<file path="config.mk">
export PLATFORM = sky130hd
export DESIGN_NAME = key_debounce_flat
export DESIGN_NICKNAME = d
export VERILOG_FILES = /design/src/rtl/key_debounce_if.sv /design/src/rtl/key_debounce.sv /design/src/flat_wrapper.sv
export SDC_FILE = /design/constraint.sdc
export NUM_CORES = 1
export LEC_CHECK = 0
export CORE_MARGIN = 3
export CORE_UTILIZATION = 47
export DETAILED_ROUTE_END_ITERATION = 16
export GPL_TIMING_DRIVEN = 1
export PLACE_DENSITY = 0.64
export SYNTH_ARGS = -nofsm -noshare
export SYNTH_HDL_FRONTEND = slang
export SYNTH_SLANG_ARGS = --single-unit
</file>
<file path="constraint.sdc">
create_clock -name FPGA_CLK1_50 -period 12.1 [get_ports FPGA_CLK1_50]
set_input_delay 1.815 -clock FPGA_CLK1_50 [delete_from_list [all_inputs] [get_ports FPGA_CLK1_50]]
set_output_delay 1.815 -clock FPGA_CLK1_50 [all_outputs]
set_load 0.1 [all_outputs]
</file>
<file path="src/rtl/key_debounce_if.sv">
// Key pins in, conditioned levels and pulses out, plus the per-key FSM state for observation.
// No handshake: KEY_IN is a raw level sampled every clock, and all outputs are registered levels or 1-cycle pulses.
interface key_debounce_if #(
    parameter int N_KEYS = 2
);
    logic [N_KEYS-1:0]   KEY_IN;
    logic [N_KEYS-1:0]   KEY_STATE;
    logic [N_KEYS-1:0]   KEY_PRESS;
    logic [N_KEYS-1:0]   KEY_RELEASE;
    logic [N_KEYS-1:0]   KEY_HOLD;
    logic [2*N_KEYS-1:0] fsm_state;

    modport master (
        output KEY_IN,
        input  KEY_STATE, KEY_PRESS, KEY_RELEASE, KEY_HOLD, fsm_state
    );

    modport slave (
        input  KEY_IN,
        output KEY_STATE, KEY_PRESS, KEY_RELEASE, KEY_HOLD, fsm_state
    );
endinterface

</file>
<file path="src/rtl/key_debounce.sv">
// Per-key synchronizer and debounce FSM producing a clean level plus
// press, release and long-hold pulses.
module key_debounce #(
    parameter int N_KEYS        = 2,
    parameter int SYNC_STAGES   = 2,
    parameter int STABLE_CYCLES = 500000,
    parameter int HOLD_CYCLES   = 50000000,
    parameter int ACTIVE_LOW    = 1
) (
    input  logic          FPGA_CLK1_50,
    input  logic          RESET,
    key_debounce_if.slave keys
);
    localparam int MAX_CYC = (STABLE_CYCLES > HOLD_CYCLES) ? STABLE_CYCLES : HOLD_CYCLES;
    localparam int CW      = $clog2(MAX_CYC + 1);
    localparam logic          REL_LVL     = (ACTIVE_LOW != 0);
    localparam logic          HOLD_EN     = (HOLD_CYCLES != 0);
    localparam logic [CW-1:0] STABLE_LAST = CW'(STABLE_CYCLES - 1);
    localparam logic [CW-1:0] HOLD_LAST   = CW'((HOLD_CYCLES > 0) ? HOLD_CYCLES - 1 : 0);

    typedef enum logic [1:0] {
        IDLE    = 2'd0,
        PEND_P  = 2'd1,
        PRESSED = 2'd2,
        PEND_R  = 2'd3
    } state_t;

    logic [N_KEYS-1:0]   state_v;
    logic [N_KEYS-1:0]   press_v;
    logic [N_KEYS-1:0]   release_v;
    logic [N_KEYS-1:0]   hold_v;
    logic [2*N_KEYS-1:0] dbg_v;

    for (genvar k = 0; k < N_KEYS; k++) begin : g_key
        logic [SYNC_STAGES-1:0] sync_q;
        logic                   p;
        state_t                 state_q, state_d;
        logic [CW-1:0]          cnt_q, cnt_d;
        logic [CW-1:0]          hcnt_q, hcnt_d;
        logic                   fired_q, fired_d;
        logic                   level_q, level_d;
        logic                   press_q, press_d;
        logic                   rel_q, rel_d;
        logic                   hold_q, hold_d;

        // Sync flops reset to the released level so reset never looks like a press.
        always_ff @(posedge FPGA_CLK1_50 or posedge RESET) begin
            if (RESET) begin
                sync_q  <= {SYNC_STAGES{REL_LVL}};
                state_q <= IDLE;
                cnt_q   <= '0;
                hcnt_q  <= '0;
                fired_q <= 1'b0;
                level_q <= 1'b0;
                press_q <= 1'b0;
                rel_q   <= 1'b0;
                hold_q  <= 1'b0;
            end else begin
                sync_q  <= {sync_q[SYNC_STAGES-2:0], keys.KEY_IN[k]};
                state_q <= state_d;
                cnt_q   <= cnt_d;
                hcnt_q  <= hcnt_d;
                fired_q <= fired_d;
                level_q <= level_d;
                press_q <= press_d;
                rel_q   <= rel_d;
                hold_q  <= hold_d;
            end
        end

        assign p = sync_q[SYNC_STAGES-1] ^ REL_LVL;

        always_comb begin
            state_d = state_q;
            cnt_d   = cnt_q;
            hcnt_d  = hcnt_q;
            fired_d = fired_q;
            level_d = level_q;
            press_d = 1'b0;
            rel_d   = 1'b0;
            hold_d  = 1'b0;
            case (state_q)
                IDLE: begin
                    if (p) begin
                        state_d = PEND_P;
                        cnt_d   = '0;
                    end
                end
                PEND_P: begin
                    if (!p) begin
                        state_d = IDLE;
                    end else if (cnt_q == STABLE_LAST) begin
                        state_d = PRESSED;
                        level_d = 1'b1;
                        press_d = 1'b1;
                        hcnt_d  = '0;
                    end else begin
                        cnt_d = cnt_q + CW'(1);
                    end
                end
                PRESSED: begin
                    if (!p) begin
                        state_d = PEND_R;
                        cnt_d   = '0;
                    end else if (HOLD_EN && !fired_q) begin
                        // hcnt parks on its last value once the hold has fired.
                        if (hcnt_q == HOLD_LAST) begin
                            hold_d  = 1'b1;
                            fired_d = 1'b1;
                        end else begin
                            hcnt_d = hcnt_q + CW'(1);
                        end
                    end
                end
                PEND_R: begin
                    if (p) begin
                        state_d = PRESSED;
                    end else if (cnt_q == STABLE_LAST) begin
                        state_d = IDLE;
                        level_d = 1'b0;
                        rel_d   = 1'b1;
                        fired_d = 1'b0;
                    end else begin
                        cnt_d = cnt_q + CW'(1);
                    end
                end
                default: state_d = IDLE;
            endcase
        end

        assign state_v[k]      = level_q;
        assign press_v[k]      = press_q;
        assign release_v[k]    = rel_q;
        assign hold_v[k]       = hold_q;
        assign dbg_v[2*k +: 2] = state_q;
    end

    assign keys.KEY_STATE   = state_v;
    assign keys.KEY_PRESS   = press_v;
    assign keys.KEY_RELEASE = release_v;
    assign keys.KEY_HOLD    = hold_v;
    assign keys.fsm_state   = dbg_v;
endmodule

</file>
<file path="src/flat_wrapper.sv">
// flat-port wrapper written by rule: the top's interface ports become plain ports
module key_debounce_flat 
#(
    parameter int N_KEYS        = 2,
    parameter int SYNC_STAGES   = 2,
    parameter int STABLE_CYCLES = 500000,
    parameter int HOLD_CYCLES   = 50000000,
    parameter int ACTIVE_LOW    = 1
)
  (FPGA_CLK1_50, RESET, keys_KEY_IN, keys_KEY_STATE, keys_KEY_PRESS, keys_KEY_RELEASE, keys_KEY_HOLD, keys_fsm_state);
  key_debounce_if #(.N_KEYS(N_KEYS)) keys_i ();
  input  logic FPGA_CLK1_50;
  input  logic RESET;
  input wire logic [$bits(keys_i.KEY_IN)-1:0] keys_KEY_IN;
  output wire logic [$bits(keys_i.KEY_STATE)-1:0] keys_KEY_STATE;
  output wire logic [$bits(keys_i.KEY_PRESS)-1:0] keys_KEY_PRESS;
  output wire logic [$bits(keys_i.KEY_RELEASE)-1:0] keys_KEY_RELEASE;
  output wire logic [$bits(keys_i.KEY_HOLD)-1:0] keys_KEY_HOLD;
  output wire logic [$bits(keys_i.fsm_state)-1:0] keys_fsm_state;
  assign keys_i.KEY_IN = keys_KEY_IN;
  assign keys_KEY_STATE = keys_i.KEY_STATE;
  assign keys_KEY_PRESS = keys_i.KEY_PRESS;
  assign keys_KEY_RELEASE = keys_i.KEY_RELEASE;
  assign keys_KEY_HOLD = keys_i.KEY_HOLD;
  assign keys_fsm_state = keys_i.fsm_state;
  key_debounce #(.N_KEYS(N_KEYS), .SYNC_STAGES(SYNC_STAGES), .STABLE_CYCLES(STABLE_CYCLES), .HOLD_CYCLES(HOLD_CYCLES), .ACTIVE_LOW(ACTIVE_LOW)) u_core (.FPGA_CLK1_50(FPGA_CLK1_50), .RESET(RESET), .keys(keys_i));
endmodule
</file>
# Word-level counts from Yosys, hierarchy flattened
# Index checks and enable logic that the tools add are counted.
[totals]
reg_bits = 122
in_bits = 4
output_inout_bits = 12
elab_cells = 144
[op_classes]
add_sub_neg = 4
n_eq_ne = 32
mux = 72
n_reduce_logical = 18
[ops]
columns = ["cell", "n"]
rows = [
  ["2-to-1 mux 26 bit", 20],
  ["one-hot mux 26 bit (4 select lines)", 2],
  ["adder 26 x 1 -> 26 bit, second input constant", 4],
  ["one-hot mux 26 bit (2 select lines)", 2],
  ["== test 26 x 19 -> 1 bit, second input constant", 2],
  ["== test 26 bit, second input constant", 2],
  ["2-to-1 mux 1 bit", 30],
  ["2-to-1 mux 2 bit", 12],
  ["AND reduction 4 bit", 6],
  ["inequality test 2 bit, second input constant", 10],
  ["inequality test 2 x 1 -> 1 bit, second input constant", 8],
  ["one-hot mux 2 bit (4 select lines)", 2],
  ["AND reduction 6 bit", 2],
  ["nonzero test 2 bit", 6],
  ["AND reduction 5 bit", 2],
  ["== test 2 bit, second input constant", 4],
  ["one-hot mux 1 bit (2 select lines)", 4],
  ["inequality test 3 x 1 -> 1 bit, second input constant", 2],
  ["inequality test 3 bit, second input constant", 2],
  ["== test 2 x 1 -> 1 bit, second input constant", 2],
  ["zero test 2 bit", 2],
]

# Longest topological paths before layout
# Gate-level depths: netlist (run 1).
[logic_depth]
word_depth = 5
mapped_depth = 8

# Worst setup path before layout (run 1)
# Ideal clock, no wire load.
[synth_timing]
path_kind = "register -> output"
start = "reg u_core.g_key[1].state_q[0]"
end = "out keys_fsm_state[2]"
t_arrival_ps = 965
required_ps = 10285
setup_slack_ps = 9320
stages_incl_launch_ff = 1
path_cell_list = "dfrtp_1"
[synth_rtl]
columns = ["item", "line", "source"]
rows = [
  ["start, declared", "key_debounce.sv:37", "state_t state_q, state_d;"],
  ["start signal, assigned", "key_debounce.sv:60", "state_q <= state_d;"],
  ["end, declared", "flat_wrapper.sv:19", "output wire logic [$bits(keys_i.fsm_state)-1:0] keys_fsm_state;"],
]
# No word-level cell between the ends.

==> results.md, run 1 <==
* First-pass GRT wire length at about 27 mm
* Worst Hold Class: flop to flop
* Relative slew slack at 0.2572
* CP arrival at about 2200 ps
* Leakage at between 3 and 4 nW
* Filler Cells Inserted at 1,251
* CP max stage delay at between 1000 and 1500 ps
* Final Util at 0.5440
* Post-Syn Nets at around 760
* Top-count cell post-synth: dfrtp_1
* Multi-input gate area at roughly 3500 sq um
* Setup TNS at 0 ps
* Count of cell types in the netlist at 68
* Synth top area cells: dfrtp_1, nand4_1, nand2_1, a21oi_1, o21ai_0
* Share of cells above drive strength 1 at 0.08564
* Post-synth EDFFs at 0
* Port buffer count at 15
* Placement row count at 43
* # DRC at 0
* Post-CTS setup buffer count at 0
* CP Launch Type: flop
* Die area at about 16,000 sq um
* Initial Util at 0.4914
* Required @ worst endpoint at 10,280 ps
* Clock Sink Count at about 120
* Yosys top cell area share at 0.4247
* Detail Placement HPWL at 10.42 mm
* Sequential share of the synthesized area at 0.4398
* Part of the power in the clock network at 0.531
* R2R cell count at 5
* Post-Syn Area at 6953 sq um
* CP Max Fanout at 12
* Die Width at around 130 um
* GRT Total Usage at 0.2019
* Final-report hold violation count at 0
* Clk pin slew, worst setup/hold paths at approximately 50 ps
* # hold bufs at CTS at 0
* Cells after DPL at 908
* # setup viols final at 0
* Gate power share at 0.029
* Fin nets at roughly 760
* Die Y-Extent at between 100 and 150 um
* Power per cell area at 124.5 nW/um^2
* Slowest CP cell: clkdlybuf4s50_1
* Ys async rst share at 1.000
* Root Driver: clkbuf_16
* Wire length per cell at approximately 17 um
* DRT Wirelength at approximately 16 mm
* GR Overflow Total at 0
* Via Count at roughly 6,000
* Cts repair resizes at 0
* Seq pwr share at 0.440
* Vias in the first global route at roughly 5,600
* Iteration-0 DRC Markers at between 500 and 600
* Io pins at 16
* H-tree lvl count at 4
* Vias per cell at about 6.4
* Synthesis warning total at 0
* Switching Share at 0.2117
* Diodes inserted at 0
* Period utilization at 0.3306
* Yosys reg bits at about 120
* Worst-margin pin slew at approximately 1100 ps
* Top_reg_cell synth: dfrtp_1
* Hold EP: u_core.g_key[1].sync_q[1]
* RSZ-0062 raised after global routing: no
* Crit-path cells: clkdlybuf4s50_1
* Critical path's top delay family: buffers and inverters
* Reg area at around 3100 sq um
* Final GP Congestion at between 0.8 and 0.9
* Pre-Repair DR Iteration Count at 4
* Slew Limit Fails at 0
* CTS max path bufs at 2
* Initial antenna violation count at 0
* Largest net degree at the start of global routing at 75
* Type of the worst setup path: flop to output pin
* Reg2Reg Launch Point: u_core.g_key[0].hcnt_q[8]
* Antenna viol nets, final at 0
* Largest area contributor in the netlist: dfrtp_1
* Syn-to-layout area delta at 10.71%
* Setup Skew at 6.015 ps
* Fmax at about 250 MHz
* Cell count after synthesis at 754
* FF-to-FF End: u_core.g_key[0].hcnt_q[20]
* R2R Setup Slk at between 9000 and 10,000 ps
* Max-cap violations at 0
* Worst-Skew Late Latency at 420 ps
* Buf/Inv on CP at 1
* Sw Pwr at just over 0.2 mW
* Final std cells w/o fill at 939
* Status: finished, final reports clean
* Worst hold path cell count at 0
* Hold path start: u_core.g_key[1].sync_q[0]
* Cts bufs inserted at 17
* Avg Inst Size Synth at roughly 9.2 sq um
* Top cells by count, synth: dfrtp_1, nand2_1, nor2_1
* Worst hold slack at between 300 and 400 ps
* Tmin final at roughly 4000 ps
* IR drop worst, VDD at roughly 100 uV
* Crit. End Element: output pin
* Core Region at ~14,000 sq um
* Internal Pwr Total at roughly 0.76 mW
* CTS tree: built
[layout by cell type, fill, tap and decap left out, types with 5 or more instances in the layout]
| master | n |
|---|---|
| a21oi_1 | 39 |
| o21a_1 | 6 |
| and4_1 | 17 |
| xnor2_1 | 15 |
| nor2b_1 | 5 |
| nor2_1 | 48 |
| nand4_1 | 35 |
| a31oi_1 | 24 |
| a221o_1 | 10 |
| a21o_1 | 9 |
| clkdlybuf4s50_1 | 15 |
| o211ai_1 | 10 |
| nand3_1 | 32 |
| or4_1 | 23 |
| clkbuf_16 | 17 |
| nand2_1 | 53 |
| xor2_1 | 10 |
| nand2b_1 | 6 |
| a211oi_1 | 6 |
| a22o_1 | 7 |
| buf_4 | 6 |
| or3_1 | 13 |
| o31ai_1 | 16 |
| o21ai_0 | 35 |
| nor3_1 | 26 |
| inv_1 | 26 |
| nor4_1 | 22 |
| dfrtp_1 | 118 |
| nor4b_1 | 7 |
| clkbuf_8 | 6 |
| and3_1 | 18 |
| and2_1 | 7 |
[worst register-to-register path, stage by stage (launching register included)]
cell     delay [ps]
dfrtp_1         430
or4b_1          540
nor4_1          250
and4_1          730
nor2_2          250
a221o_1         380
[through the flow]
step / area, sq um / power, mW / setup slack (ps)
4_1_cts: 7697 / 0.9688 / 8082
6_report: 7697 / 0.9579 / 8100
3_3_place_gp: 7097 / 0.4561 / 8357
3_5_place_dp: 7097 / 0.4569 / 8350
2_1_floorplan: 6953 / 0.4481 / 7049
5_1_grt: 7697 / 0.9957 / 8008
[cells by family (layout without fill, tap and decap cells)]
| logic type | Yosys count | count (layout) | synth area share |
|---|---|---|---|
| flops | 122 | 122 | 0.4398 |
| simple gates | 336 | 336 | 0.2771 |
| xor+xnor | 25 | 25 | 0.03149 |
| compound gates | 188 | 188 | 0.1818 |
| mux | 5 | 5 | 0.007918 |
| fa+ha+maj | 4 | 4 | 0.007198 |
| buf+inv | 74 | 79 | 0.05470 |
[per-layer routing]
layer | GRT usage | part of all wire | wire length (um)
met1 | 0.2849 | 0.48 | 7575
met2 | 0.3069 | 0.47 | 7293
met4 | 0.06492 | 0.012 | 190
met3 | 0.05059 | 0.039 | 616
met5 | 0 | 0 | 0
[worst max path at each step]
stage | from | endpoint | slack, ps | cells after the start
global route | flop | keys_fsm_state[1] | 8010 | 1
global placement | RESET | u_core.g_key[1].cnt_q[5] | 8360 | 3
CTS | flop | keys_fsm_state[1] | 8080 | 1
floorplan | RESET | async pin | 7050 | 1
detailed placement | RESET | u_core.g_key[1].cnt_q[4] | 8350 | 3
finish | flop | keys_fsm_state[1] | 8100 | 1
[state kept, by name, indices dropped and copies added (netlist names), named ones only]
| signal | cells |
|---|---|
| u_core.g_key.cnt_q | 52 |
| u_core.g_key.hcnt_q | 52 |
| u_core.g_key.sync_q | 4 |
| u_core.g_key.fired_q | 2 |
| u_core.g_key.hold_q | 2 |
| u_core.g_key.level_q | 2 |
| u_core.g_key.press_q | 2 |
| u_core.g_key.rel_q | 2 |
| u_core.g_key.state_q | 2 |
[final cells by class]
cell class / count / area share
flip-flops and latches: 122 / 0.3973
multi-input cells: 558 / 0.4566
clock inverters: 6 / 0.01105
repair buffers: 21 / 0.02536
well taps: 180 / 0.02926
clock buffers: 25 / 0.06697
inverters: 27 / 0.01349
[power by group through the flow]
| stage | Sequential, mW | Combinational (mW) | Clock [mW] |
|---|---|---|---|
| 2_1_floorplan | 0.428 | 0.0204 | 0 |
| 4_1_cts | 0.421 | 0.0287 | 0.519 |
| 5_1_grt | 0.422 | 0.0321 | 0.542 |
| 3_5_place_dp | 0.428 | 0.0288 | 0 |
| 3_3_place_gp | 0.428 | 0.0282 | 0 |
| 6_report | 0.421 | 0.0279 | 0.509 |
(Power assumes the default switching activity.)
==> inputs of run 2 (changes only) <==
==> constraint.sdc (replaced) <==
create_clock -name FPGA_CLK1_50 -period 3.7 [get_ports FPGA_CLK1_50]
set_input_delay 0.555 -clock FPGA_CLK1_50 [delete_from_list [all_inputs] [get_ports FPGA_CLK1_50]]
set_output_delay 0.555 -clock FPGA_CLK1_50 [all_outputs]
set_load 0.1 [all_outputs]
==> results.md, run 2 (synthesis results as in run 1) <==
* Placement row count at 43 (unchanged)
* Setup TNS at 0 ps (unchanged)
* Die area at 16,290 sq um (unchanged)
* Root Driver: clkbuf_16
* Reg2Reg Launch Point: u_core.g_key[0].cnt_q[12]
* Clk pin slew, worst setup/hold paths at 50 ps (about the same)
* Detail Placement HPWL at 10.41 mm (about the same)
* CTS tree: built
* CP max stage delay at 1210 ps (about the same)
* # hold bufs at CTS at 0 (unchanged)
* Cts bufs inserted at 17 (unchanged)
* Seq pwr share at 0.444 (+0.004)
* Worst Hold Class: flop to flop
* Worst hold slack at 354.1 ps (-13.39 ps)
* Diodes inserted at 0 (unchanged)
* Filler Cells Inserted at 1,255 (+0.32%)
* IR drop worst, VDD at 340.3 uV (+230%)
* Post-CTS setup buffer count at 0 (unchanged)
* Multi-input gate area at 3515 sq um (unchanged)
* Initial Util at 0.4914 (unchanged)
* Cts repair resizes at 0 (unchanged)
* Antenna viol nets, final at 0 (unchanged)
* Slew Limit Fails at 0 (unchanged)
* Fmax at 361.0 MHz
* RSZ-0062 raised after global routing: no
* Fin nets at 760 (+0.66%)
* GR Overflow Total at 0 (unchanged)
* CP Launch Type: flop
* Switching Share at 0.2210 (+0.009350)
* Worst hold path cell count at 0 (unchanged)
* Port buffer count at 15 (unchanged)
* CTS max path bufs at 2 (unchanged)
* Hold path start: u_core.g_key[0].sync_q[0]
* FF-to-FF End: u_core.g_key[0].cnt_q[3]
* Leakage at 3.118 nW (+0.58%)
* Largest net degree at the start of global routing at 123 (+64%)
* Final GP Congestion at 0.8700 (+2.5%)
* Final std cells w/o fill at 945 (+0.64%)
* # DRC at 0 (unchanged)
* Commonest non-fill, non-tap cell in the layout: dfrtp_1
* Part of the power in the clock network at 0.525 (-0.006)
* Type of the worst setup path: flop to output pin
* # setup viols final at 0 (unchanged)
* Vias per cell at 6.348 (-0.50%)
* Tmin final at roughly 2800 ps
* Iteration-0 DRC Markers at 518 (+0.19%)
* Final-report hold violation count at 0 (unchanged)
* Largest regs: u_core.g_key.cnt_q: 52 flops, u_core.g_key.hcnt_q: 52 flops, u_core.g_key.sync_q: 4 flops
* Via Count at 5,999 (+0.13%)
* Die Width at 127.6 um (unchanged)
* Initial antenna violation count at 0 (unchanged)
* Power per cell area at 401.9 nW/um^2 (+220%)
* Slowest CP cell: clkdlybuf4s50_1
* Sw Pwr at 0.6860 mW (+240%)
* Core Region at 14,150 sq um (unchanged)
* Cells after DPL at 913 (+0.55%)
* Worst-margin pin slew at 1023 ps (-80.63 ps)
* R2R Setup Slk at 1240 ps (-8170 ps)
* Status: finished, final reports clean
* CP arrival at 2220 ps (+30 ps)
* Vias in the first global route at 5,672 (+1.4%)
* Clock Sink Count at 122 (unchanged)
* Required @ worst endpoint at 3140 ps (-7140 ps)
* Worst-Skew Late Latency at 420 ps (about the same)
* GRT Total Usage at 0.2059 (+0.004012)
* Io pins at 16 (unchanged)
* Setup Skew at 8.940 ps (+2.925 ps)
* Design area at 7722 sq um (+0.33%)
* Syn-to-layout area delta at 11.07%
* Period utilization at 0.7487
* Die Y-Extent at 127.6 um (unchanged)
* CP Max Fanout at 11 (-1)
* Internal Pwr Total at 2.417 mW (+220%)
* Wire length per cell at 17.04 um (+2.1%)
* Pre-Repair DR Iteration Count at 5 (+1)
* Relative slew slack at 0.3125 (+0.05529)
* Max-cap violations at 0 (unchanged)
* DP Area at 7148 sq um (+0.72%)
* Buf/Inv on CP at 1 (unchanged)
* H-tree lvl count at 4 (unchanged)
* Commonest non-fill, non-tap cells in the layout: dfrtp_1, nand2_1, nor2_1, a21oi_1
* Share of cells above drive strength 1 at 0.09020 (+0.004557)
* Gate power share at 0.031 (+0.002)
* Hold EP: u_core.g_key[0].sync_q[1]
* Crit. End Element: output pin
* Critical path's top delay family: buffers and inverters
* Reg area at 3058 sq um (unchanged)
* R2R cell count at 6 (+1)
* DRT Wirelength at 16.11 mm (+2.7%)
* First-pass GRT wire length at 27.61 mm (+1.8%)
* Crit-path cells: clkdlybuf4s50_1
run 2: cell types whose count changed in the layout (fill, tap and decap cells not counted), sizes merged:
| cell | previous run | this run |
|---|---|---|
| clkinv | 2 | 5 |
| clkbuf | 25 | 24 |
| buf | 6 | 11 |
| inv | 27 | 26 |
run 2: per-stage QoR:
stage,worst slack [ps],utilization,total power [mW]
final,929.6,0.5458,3.103
after global routing,868.0,0.5458,3.204
after CTS,915.5,0.5458,3.131
after detailed placement,1246,0.5052,1.497
after global placement,1265,0.5052,1.492
after floorplan,1022,-,1.466
run 2: worst max-delay path by stage:
stage                                    start                          to  slack, ps  depth (start not counted)
finish              u_core.g_key[0].state_q[0]           keys_fsm_state[0]        930                          1
global route                              flop           keys_fsm_state[1]        870                          1
CTS                                       flop           keys_fsm_state[1]        920                          1
detailed placement    u_core.g_key[1].cnt_q[9]  u_core.g_key[1].hcnt_q[24]       1250                          6
global placement      u_core.g_key[1].cnt_q[9]   u_core.g_key[1].hcnt_q[4]       1270                          6
floorplan                                 flop  u_core.g_key[1].hcnt_q[17]       1020                          7
run 2: cell type report:
type                    count  area share
flip-flops and latches    122      0.3960
clock buffers              24     0.06238
inverters                  27     0.01361
well taps                 180     0.02916
multi-input cells         558      0.4551
clock inverters             8     0.01199
repair buffers             26     0.03176
run 2: power groups by stage:
| stage | sequential (mW) | combinational, mW | clock, mW |
|---|---|---|---|
| after floorplan | 1.40 | 0.0671 | 0 |
| after CTS | 1.38 | 0.0979 | 1.66 |
| after global routing | 1.38 | 0.107 | 1.72 |
| final | 1.38 | 0.0953 | 1.63 |
| after global placement | 1.40 | 0.0939 | 0 |
| after detailed placement | 1.40 | 0.0966 | 0 |
run 2: per-layer routing:
layer,up-vias,routed length (um),global-route usage
met4,0,240,0.07303
met1,2978,7653,0.2818
met2,123,7669,0.3239
li1,2873,-,-
met3,25,543,0.04557
met5,-,0,0
